**config.mk**
```make
export PLATFORM = sky130hd
export DESIGN_NAME = vga_fb_access_arbiter
export DESIGN_NICKNAME = d
export VERILOG_FILES = /design/src/rtl/vga_fb_access_arbiter.sv
export SDC_FILE = /design/constraint.sdc
export NUM_CORES = 1
export LEC_CHECK = 0
export BUFFER_PORTS_ARGS = -buffer_cell sky130_fd_sc_hd__buf_2
export CAP_MARGIN = 20
export CORE_MARGIN = 1
export CORE_UTILIZATION = 54
export DETAILED_ROUTE_END_ITERATION = 16
export PLACE_DENSITY_LB_ADDON = 0.15
export RECOVER_POWER = 50
export SLEW_MARGIN = 20
export SYNTH_ARGS = -nofsm -noshare
export SYNTH_HDL_FRONTEND = slang
export SYNTH_SLANG_ARGS = --single-unit
```
**constraint.sdc**
```tcl
create_clock -name clk_25 -period 6.99 [get_ports clk_25]
set_input_delay 1.0485 -clock clk_25 [delete_from_list [all_inputs] [get_ports clk_25]]
set_output_delay 1.0485 -clock clk_25 [all_outputs]
set_load 0.02 [all_outputs]
```
**src/rtl/vga_fb_access_arbiter.sv**
```systemverilog
// rtl/vga_fb_access_arbiter.sv - single-port frame-buffer scheduler: display fetch first, writer in free slots
// Define FB_CLEAR_EN to add a hardware fill of the whole frame buffer (clear_req/clear_color/clear_busy).
module vga_fb_access_arbiter #(
  parameter int H_VISIBLE_AREA = 640,
  parameter int V_VISIBLE_AREA = 480,
  parameter int H_TOTAL        = 800,
  parameter int V_TOTAL        = 525,
  parameter int FB_WIDTH       = 160,
  parameter int ADDR_W         = 15,
  parameter int DATA_W         = 8
) (
  input  logic              clk_25,
  input  logic              rst_n,
  input  logic [10:0]       h_count,
  input  logic [10:0]       v_count,
  input  logic              wr_valid,
  output logic              wr_ready,
  input  logic [ADDR_W-1:0] wr_addr,
  input  logic [DATA_W-1:0] wr_data,
  output logic [ADDR_W-1:0] mem_addr,
  output logic              mem_we,
  output logic [DATA_W-1:0] mem_wdata,
  input  logic [DATA_W-1:0] mem_rdata,
  output logic [7:0]        red_8bit,
  output logic [7:0]        green_8bit,
  output logic [7:0]        blue_8bit,
`ifdef FB_CLEAR_EN
  input  logic              clear_req,
  input  logic [DATA_W-1:0] clear_color,
  output logic              clear_busy,
`endif
  output logic              frame_start
);

  localparam logic [10:0] H_VIS = 11'(H_VISIBLE_AREA);
  localparam logic [10:0] V_VIS = 11'(V_VISIBLE_AREA);
  localparam logic [10:0] H_TOT = 11'(H_TOTAL);
  localparam logic [10:0] V_TOT = 11'(V_TOTAL);

  logic [10:0]       h_plus, v_plus, la_h, la_v;
  logic              vis_la, read_slot;
  logic [ADDR_W-1:0] row_w, col_w, rd_addr;

  // Fetch 3 clocks ahead so RAM latency plus pixel register lands exactly on the counters.
  always_comb begin
    h_plus = h_count + 11'd3;
    v_plus = v_count + 11'd1;
    la_h   = h_count + 11'd3;
    la_v   = v_count;
    if (h_plus >= H_TOT) begin
      la_h = h_plus - H_TOT;
      la_v = (v_plus == V_TOT) ? 11'd0 : v_plus;
    end
    vis_la    = (la_h < H_VIS) && (la_v < V_VIS);
    read_slot = vis_la && (la_h[1:0] == 2'b00);
    row_w     = ADDR_W'(la_v >> 2);
    col_w     = ADDR_W'(la_h >> 2);
    rd_addr   = (row_w << 7) + (row_w << 5) + col_w;
  end

  logic              clear_idle, clr_wr;
  logic [ADDR_W-1:0] clr_waddr;
  logic [DATA_W-1:0] clr_wdata;

`ifdef FB_CLEAR_EN
  localparam logic [ADDR_W-1:0] FB_LAST = ADDR_W'(FB_WIDTH * 120 - 1);

  typedef enum logic {S_IDLE, S_CLEAR} clr_state_t;
  clr_state_t        state_q, state_d;
  logic [ADDR_W-1:0] clr_addr_q, clr_addr_d;
  logic [DATA_W-1:0] clr_color_q, clr_color_d;

  always_ff @(posedge clk_25 or negedge rst_n) begin
    if (!rst_n) begin
      state_q     <= S_IDLE;
      clr_addr_q  <= '0;
      clr_color_q <= '0;
    end else begin
      state_q     <= state_d;
      clr_addr_q  <= clr_addr_d;
      clr_color_q <= clr_color_d;
    end
  end

  always_comb begin
    state_d     = state_q;
    clr_addr_d  = clr_addr_q;
    clr_color_d = clr_color_q;
    case (state_q)
      S_IDLE: if (clear_req) begin
        state_d     = S_CLEAR;
        clr_addr_d  = '0;
        clr_color_d = clear_color;
      end
      S_CLEAR: if (!read_slot) begin
        clr_addr_d = clr_addr_q + 1'b1;
        if (clr_addr_q == FB_LAST) state_d = S_IDLE;
      end
      default: state_d = S_IDLE;
    endcase
  end

  always_comb begin
    clear_busy = (state_q == S_CLEAR);
    clear_idle = !clear_busy;
    clr_wr     = clear_busy && !read_slot;
    clr_waddr  = clr_addr_q;
    clr_wdata  = clr_color_q;
  end
`else
  assign clear_idle = 1'b1;
  assign clr_wr     = 1'b0;
  assign clr_waddr  = '0;
  assign clr_wdata  = '0;
`endif

  logic [ADDR_W-1:0] mem_addr_q, mem_addr_d;
  logic              mem_we_q, mem_we_d;
  logic [DATA_W-1:0] mem_wdata_q, mem_wdata_d;
  logic [2:0]        vis_q, vis_d;
  logic [1:0]        rd_q, rd_d;
  logic [7:0]        pix_q, pix_d;
  logic              frame_start_q, frame_start_d;

  // rst_n gates ready so an asserted reset silences the handshake immediately.
  assign wr_ready = rst_n && !read_slot && clear_idle;

  always_comb begin
    mem_addr_d    = mem_addr_q;
    mem_we_d      = 1'b0;
    mem_wdata_d   = mem_wdata_q;
    if (read_slot) begin
      mem_addr_d = rd_addr;
    end else if (clr_wr) begin
      mem_addr_d  = clr_waddr;
      mem_wdata_d = clr_wdata;
      mem_we_d    = 1'b1;
    end else if (wr_valid && wr_ready) begin
      mem_addr_d  = wr_addr;
      mem_wdata_d = wr_data;
      mem_we_d    = 1'b1;
    end
    vis_d         = {vis_q[1:0], vis_la};
    rd_d          = {rd_q[0], read_slot};
    pix_d         = rd_q[1] ? mem_rdata : pix_q;
    frame_start_d = (h_count == 11'd0) && (v_count == 11'd0);
  end

  always_ff @(posedge clk_25 or negedge rst_n) begin
    if (!rst_n) begin
      mem_addr_q    <= '0;
      mem_we_q      <= 1'b0;
      mem_wdata_q   <= '0;
      vis_q         <= '0;
      rd_q          <= '0;
      pix_q         <= '0;
      frame_start_q <= 1'b0;
    end else begin
      mem_addr_q    <= mem_addr_d;
      mem_we_q      <= mem_we_d;
      mem_wdata_q   <= mem_wdata_d;
      vis_q         <= vis_d;
      rd_q          <= rd_d;
      pix_q         <= pix_d;
      frame_start_q <= frame_start_d;
    end
  end

  always_comb begin
    mem_addr    = mem_addr_q;
    mem_we      = mem_we_q;
    mem_wdata   = mem_wdata_q;
    frame_start = frame_start_q;
    red_8bit    = 8'd0;
    green_8bit  = 8'd0;
    blue_8bit   = 8'd0;
    if (vis_q[2]) begin
      red_8bit   = {pix_q[7:5], pix_q[7:5], pix_q[7:6]};
      green_8bit = {pix_q[4:2], pix_q[4:2], pix_q[4:3]};
      blue_8bit  = {pix_q[1:0], pix_q[1:0], pix_q[1:0], pix_q[1:0]};
    end
  end

endmodule

```
Word-level counts from Yosys, hierarchy flattened. Cells that the tools add are included.

Register bits after elaboration: 38. Bits of input ports: 56. Output and inout bits: 50. Logic and storage cells: 38.

Bitwise operators: 1. Reductions and logical operators: 11. Magnitude comparators: 3. Equal/unequal tests: 1. Multiplexer cells: 10. $add $sub $neg: 5.

Operators by type and width (count): $mux W11 (3); $mux W15 (2); $mux W8 (3); $logic_not A11 Y1 (2); $add A15 B14 Y15 (1); $add A15 B9 Y15 (1); $add A11 B1 Y11 const B (1); $add A11 B2 Y11 const B (1); $eq A11 B10 Y1 const B (1); $ge A11 B10 Y1 const B (1); $lt A11 B10 Y1 const B (1); $lt A11 B9 Y1 const B (1); $sub A11 B10 Y11 const B (1); $logic_and A1 B1 Y1 (5); $logic_not A2 Y1 (1); $mux W1 (2); $reduce_and A2 Y1 (1); $reduce_bool A2 Y1 (1); $logic_not A1 Y1 (1); $not A1 Y1 (1).

Longest topological paths before layout. Gate-level depths: netlist of run 1.

Depth after elaboration: 12. Depth in mapped cells: 24. Depth with buffers taken out: 22.

Least setup slack after synthesis of run 1. Ideal clock, no wire load.

Path kind: input port to flip-flop. Start point: input port h_count[1]. End point: register mem_addr_q[14], in the netlist mem_addr[14]. Required time: 6.864 ns. Arrival time: 5.265 ns. Stages on the path: 21. Setup time: 0.126 ns. Setup slack: 1.599 ns. Buffers on the path: 1. Cell sequence: or2_2 -> nand2_1 -> xor2_1 -> ha_1 -> nor3b_1 -> o2111a_1 -> o21ai_0 -> and2_1 -> buf_6 -> o21ai_0 -> o21ai_0 -> fa_1 -> fa_1 -> a21o_1 -> a21oi_1 -> nor2b_1 -> o21a_1 -> o41a_1 -> xor2_1 -> xnor2_1 -> mux2i_1.

Cells in the longest elaborated chain, start to end: 10. Elaborated cells between the ends (all ways): 17. Classes of those cells: 4 x add/sub; 3 x order compare; 3 x mux; 7 x reduce/logical.

Ends and longest elaborated chain: from (decl) (RTL line 14) `input logic [10:0] h_count,`; $add A11 B2 Y11 (*) (RTL line 46, 48); branches (longest 9 deep; another with $add A15 B14 Y15); to (signal assigned) (RTL line 159) `mem_addr_q <= mem_addr_d;`; to (decl) (RTL line 117) `logic [ADDR_W-1:0] mem_addr_q, mem_addr_d;`.

Mark *: on every way between the ends. A chain may end at the register's enable or synchronous reset.

Worst setup path in the final report of run 1. Same ends and word-level chain as after synthesis.

==> results.json, run 1 <==
{
  "r2r_start": "rd_q[1]",
  "core-area_mm2": 0.005107,
  "dp_hpwl_um": 4648,
  "worstReg2RegEnd": "pix_q[5]",
  "numClockSinks": 38,
  "routed_wl_um": 5738,
  "ir_worst_vdd_mv": 0.07855,
  "hold_viol": 0,
  "crit_arrival_ns": 5.83,
  "cts-buffers-inserted": 5,
  "routed_via_density": 5.382,
  "finalNetCount": 444,
  "worstSkewPairLatency_ns": 0.28,
  "fin_setup_tns_ns": 0,
  "layout_commonest_cell": "buf_2",
  "max_stage_delay_ns": 0.45,
  "cts_hold_buf": 0,
  "n_antenna_cell": 0,
  "cts_tree": "yes",
  "max_slew_margin": -0.3983,
  "fin_worst_skew_ns": 0.002515,
  "htreeDepth": 2,
  "synth_nets": 355,
  "pre_cts_ws_ns": 0.9779,
  "dpl-instance-area_mm2": 0.003323,
  "startpoint": "h_count[1]",
  "end_kind": "register",
  "synthArstFlopShare": 1.000,
  "finalCritPeriodShare": 0.8115,
  "drc": 0,
  "clock.fmax_ghz": 0.1763,
  "crit_path_cell_trace": "buf_2, or2_2, nand2_1, xor2_1, ha_1, nor3b_1, o2111a_1, o21ai_0, and2_1, o21ai_0, o31ai_1, ha_1, ha_1, fa_1, a21o_1, a21oi_1, nor2b_1, o21a_1, o41a_1, xor2_1, xnor2_1, mux2i_1",
  "ant_nets": 0,
  "postCtsSetupBuffers": 0,
  "first_iter_violations": 51,
  "overflow": 0,
  "reg2reg_depth": 1,
  "rows": 26,
  "vias": 2368,
  "layout_setup_ws_ns": 1.317,
  "post_synth.cell_area_avg_um2": 10.26,
  "worstPathRequired_ns": 7.15,
  "grt_pass1_wl_um": 9121,
  "status": "finished with violations",
  "worst_pin_slew_ns": 2.097,
  "slowest_stage": "fa_1",
  "die_area_mm2": 0.005613,
  "ys.flop_type": "dfrtp_1",
  "worst_path_most_repeated_cell": "ha_1",
  "setup_viol": 0,
  "critical_path_class": "input port to register",
  "drive_gt1_frac": 0.3486,
  "cts_resized": 0,
  "ys_types": 52,
  "post-route-min-period_ns": 5.673,
  "final_cell_area_mm2": 0.003396,
  "power_w": 0.0006886,
  "grt_start_max_net_pins": 42,
  "layout_common_cells": "buf_2, dfrtp_1, mux2i_1",
  "synth_edf_count": 0,
  "syn_to_final_growth_pct": 18.26,
  "initial_utilization": 0.5622,
  "gp_congestion": 0.8734,
  "synthCells": 280,
  "io_buffers": 105,
  "grt_setup_unrepaired": "no",
  "power_density_mw_per_mm2": 202.8,
  "r2r_slack_ns": 5.97,
  "die_x_um": 74.92,
  "hold_path.class": "register to register",
  "pin_count": 106,
  "worstHoldPathCells": 0,
  "synth_area_mm2": 0.002872,
  "ys_seq_area_frac": 0.3312,
  "holdCritStartpoint": "rd_q[0]",
  "synth_warnings": 0,
  "start_kind": "input port",
  "crit_family": "compound AO/OA/AOI/OAI gates",
  "grt_pass1_vias": 2051,
  "critPathBufInv": 1,
  "grt_util_all_layers": 0.2114,
  "clk_pin_slew_ns": 0.07,
  "holdWs_ns": 0.3452,
  "path_max_fanout": 9,
  "cts-root-buf": "clkbuf_8",
  "maxCapViolations": 1,
  "chipHeight_um": 74.92,
  "violations": "max-capacitance violations, max-slew violations",
  "whs_endpoint": "rd_q[1]",
  "slew_viol_final": 42,
  "clockBufferDepth": 2,
  "antenna_found_initial": 0,
  "yosys_register_bits": 38,
  "dr.pass1.iters": 5,
  "p_leak_nw": 1.683,
  "post_drt_wl_per_cell_um": 13.04
}
[cells in the mapped netlist, types with 2 or more instances]
library cell	number	area, µm²
o31a_1	2	17.52
buf_6	2	22.52
and3_1	2	12.51
mux2_2	22	247.7
inv_1	6	22.52
nand4_1	5	31.28
a21o_1	5	37.54
dfrtp_1	38	950.9
ha_1	16	200.2
or4_1	2	15.01
a21oi_1	9	45.04
nor2_1	15	56.30
o21a_1	2	15.01
buf_2	3	15.01
buf_4	16	120.1
o31ai_1	2	15.01
o21ai_0	7	35.03
and4_1	3	26.28
and2_1	9	56.30
xnor2_1	10	87.58
xor2_1	10	87.58
clkbuf_1	3	11.26
or2_2	2	12.51
or3_1	2	12.51
nand2_1	19	71.32
nand3_1	8	40.04
nor3_1	2	10.01
nor4_1	3	18.77
mux2i_1	25	250.2
nor2b_1	6	37.54
fa_1	3	60.06
[final cells by class]
cell class / instances / area, µm²
Tap cell: 70 / 87.58
Sequential cell: 38 / 950.9
Fill cell: 457 / 1712
Timing Repair Buffer: 106 / 514.2
Inverter: 6 / 22.52
Multi-Input combinational cell: 212 / 1729
Clock inverter: 1 / 5.005
Clock buffer: 7 / 86.33
[flip-flops by register name, indices dropped and copies added, names as in the netlist]
name	flops
mem_addr	15
mem_wdata	8
pix_q	8
vis_q	3
rd_q	2
frame_start	1
mem_we	1
[logic make-up (layout without fill, tap and decap cells)]
logic type,Yosys count,after routing,share of synthesized area
xor gates and xnor gates,20,20,0.06100
AOI/OAI and AO/OA,40,40,0.1098
muxes,47,47,0.1734
adders and majority gates,19,19,0.09063
and+or+nand+nor,86,86,0.1673
DFF,38,38,0.3312
buffers and inverters,30,120,0.06667
[where the power goes]
group	switching (W)	total (W)	internal, W
clock	0.0000682	0.000148	0.0000794
combinational	0.000146	0.000259	0.000113
sequential	0.0000196	0.000282	0.000262
[layer usage]
metal  part of all wire  track usage
met5                  0            0
met1               0.44       0.2726
met3              0.065      0.03614
met4              0.013      0.06289
met2               0.48       0.3644
[how the worst max path moves through the flow]
stage,end,slack (ns),cells after the start
2_1_floorplan,mem_addr[14],1.60,21
3_3_place_gp,mem_addr[14],1.12,21
3_5_place_dp,mem_addr[14],0.98,21
4_1_cts,mem_addr[14],1.28,21
5_1_grt,mem_addr[14],0.89,21
6_report,mem_addr[14],1.32,22
[metrics by stage]
step	instances	utilization
2_1_floorplan	280	-
3_3_place_gp	432	0.6507
3_5_place_dp	432	0.6507
4_1_cts	440	0.6685
5_1_grt	440	0.6649
6_report	440	0.6649
Note: power is estimated with default switching activity, not from simulation.
==> run 2, diff against run 1 <==
Settings changed: ABC_AREA set to 1, CORE_UTILIZATION 54 to 52.
Clock period 6.99 ns to 5.4 ns, I/O delays scaled along.
==> results.json, run 2 <==
{
  "critical_path_class": "input port to register",
  "synth_top_area_share": 0.2840,
  "synth_area_mm2": 0.003348,
  "crit_arrival_ns": 4.91,
  "grt_pass1_vias": 2954,
  "setup_viol": 0,
  "die_x_um": 82.24,
  "synth_edf_count": 0,
  "critPathBufInv": 3,
  "startpoint": "h_count[1]",
  "pre_cts_ws_ns": 0.4690,
  "grt_pass1_wl_um": 12590,
  "maxCapViolations": 0,
  "synth_warnings": 0,
  "worst_path_most_repeated_cell": "nand2_1",
  "finalNetCount": 638,
  "antenna_found_initial": 0,
  "ys_top_cells_by_count": "nand2_1, inv_1, nand4_1, dfrtp_1, nor2_1",
  "gp_congestion": 0.8736,
  "post_drt_wl_per_cell_um": 12.37,
  "layout_common_cells": "nand2_1, buf_2, inv_1",
  "max_slew_margin": 0.5959,
  "postCtsSetupBuffers": 0,
  "pin_count": 106,
  "r2r_start": "rd_q[1]",
  "dp_hpwl_um": 6084,
  "synth_nets": 557,
  "routed_wl_um": 7905,
  "layout_commonest_cell": "nand2_1",
  "grt_setup_unrepaired": "no",
  "initial_utilization": 0.5524,
  "post-synth-top-count-cell": "nand2_1",
  "clock.fmax_ghz": 0.2138,
  "worstSkewPairLatency_ns": 0.29,
  "chipHeight_um": 82.24,
  "hold_path.class": "register to register",
  "hold_viol": 0,
  "ys_seq_area_frac": 0.2840,
  "post_synth.cell_area_avg_um2": 6.946,
  "worstHoldPathCells": 0,
  "dr.pass1.iters": 5,
  "fillers": 591,
  "max_stage_delay_ns": 0.54,
  "r2r_slack_ns": 4.37,
  "end_kind": "register",
  "yosys_register_bits": 38,
  "fin_worst_skew_ns": 0.002703,
  "die_area_mm2": 0.006763,
  "post-route-min-period_ns": 4.678,
  "crit_end": "mem_addr[14]",
  "worstPathRequired_ns": 5.63,
  "crit_cells": 27,
  "cts-root-buf": "clkbuf_8",
  "finalCritPeriodShare": 0.8663,
  "clk_pin_slew_ns": 0.07,
  "n_antenna_cell": 0,
  "status": "finished clean",
  "fin_setup_tns_ns": 0,
  "cts_tree": "yes",
  "numClockSinks": 38,
  "synthCells": 482,
  "cts-buffers-inserted": 5,
  "routed_via_density": 5.279,
  "io_buffers": 105,
  "start_kind": "input port",
  "ys.flop_type": "dfrtp_1",
  "ir_worst_vdd_mv": 0.2087,
  "grt_util_all_layers": 0.2409,
  "ys_types": 36,
  "reg2reg_depth": 1,
  "htreeDepth": 2,
  "overflow": 0,
  "slew_viol_final": 0,
  "crit_family": "simple AND/OR/NAND/NOR gates",
  "worstReg2RegEnd": "pix_q[4]",
  "synth_top_area_cell": "dfrtp_1",
  "slowest_stage": "fa_1",
  "cts_resized": 0,
  "ant_nets": 0,
  "cts_hold_buf": 0,
  "clockBufferDepth": 2,
  "drive_gt1_frac": 0.2411,
  "core-area_mm2": 0.006061,
  "synth_area_leaders": "dfrtp_1, nand2_1, nand4_1",
  "path_max_fanout": 20,
  "drc": 0,
  "largest_register_ffs": 15,
  "p_leak_nw": 2.309,
  "synthArstFlopShare": 1.000,
  "rows": 28,
  "syn_to_final_growth_pct": 16.29,
  "grt_start_max_net_pins": 49,
  "layout_setup_ws_ns": 0.7220,
  "worst_pin_slew_ns": 0.6061,
  "power_density_mw_per_mm2": 268.4,
  "vias": 3373,
  "first_iter_violations": 156
}
==> run 2: cell count changes after synthesis, moves of 6 or more <==
cell and change:
and2_1 -9, inv_1 +50, mux2_2 -14, mux2i_1 -25, nand2_1 +148, nand2_2 +9, nand3_1 +13, nand4_1 +35
nor2_1 +12, nor2b_1 -6, o211ai_1 +14, xnor2_1 -9
==> run 2: cells by family (layout without fill, tap and decap cells) <==
| logic type | after synthesis | after routing | share of synthesized area |
|---|---|---|---|
| and+or+nand+nor | 281 | 281 | 0.3864 |
| buffers and inverters | 94 | 176 | 0.1330 |
| DFF | 38 | 38 | 0.2840 |
| AOI/OAI and AO/OA | 32 | 32 | 0.06353 |
| adders and majority gates | 19 | 19 | 0.07773 |
| xor gates and xnor gates | 10 | 10 | 0.02840 |
| muxes | 8 | 8 | 0.02691 |
==> run 2: worst min-delay path by stage <==
| stage | to | slack (ns) | from |
|---|---|---|---|
| final | vis_q[1] | 0.35 | vis_q[0] |
| after global routing | vis_q[1] | 0.36 | vis_q[0] |
| after detailed placement | vis_q[1] | 0.34 | vis_q[0] |
| after global placement | vis_q[2] | 0.33 | vis_q[1] |
| after floorplan | rd_q[1] | 0.33 | rd_q[0] |
| after CTS | vis_q[1] | 0.35 | vis_q[0] |
==> run 2: layout make-up <==
| cell class | count | area (µm²) | area share |
|---|---|---|---|
| inverter | 59 | 221.5 | 0.05688 |
| timing repair buffer | 109 | 538.0 | 0.1382 |
| clock buffer | 5 | 68.82 | 0.01767 |
| tap | 75 | 93.84 | 0.02410 |
| sequential | 38 | 950.9 | 0.2442 |
| clock inverter | 3 | 68.82 | 0.01767 |
| multi-input combinational | 350 | 1952 | 0.5013 |
==> run 2: report_power, final <==
group          internal [W]  switching, W  total [W]  leakage, nW
Combinational      0.000148      0.000245   0.000392         1.76
Clock              0.000185      0.000105   0.000290       0.0683
Sequential         0.000335     0.0000270   0.000362        0.479
Total              0.000668      0.000377    0.00104         2.31
==> run 2: metrics by stage <==
| stage | utilization | hold WS [ns] | area [µm²] | total power (W) | instances |
|---|---|---|---|---|---|
| after detailed placement | 0.6226 | 0.3356 | 3774 | 0.0007637 | 631 |
| final | 0.6424 | 0.3526 | 3894 | 0.001045 | 639 |
| after global placement | 0.6226 | 0.3316 | 3774 | 0.0007538 | 631 |
| after global routing | 0.6424 | 0.3630 | 3894 | 0.001121 | 639 |
| after floorplan | - | 0.3312 | 3348 | 0.0006580 | 482 |
| after CTS | 0.6453 | 0.3531 | 3911 | 0.001057 | 639 |
==> run 2: metal layers <==
| metal | up-vias | track usage | routed length (µm) |
|---|---|---|---|
| li1 | 1720 | - | - |
| met1 | 1532 | 0.2929 | 3580 |
| met2 | 103 | 0.4298 | 3767 |
| met3 | 18 | 0.04176 | 401 |
| met4 | 0 | 0.07544 | 157 |
| met5 | - | 0 | 0 |
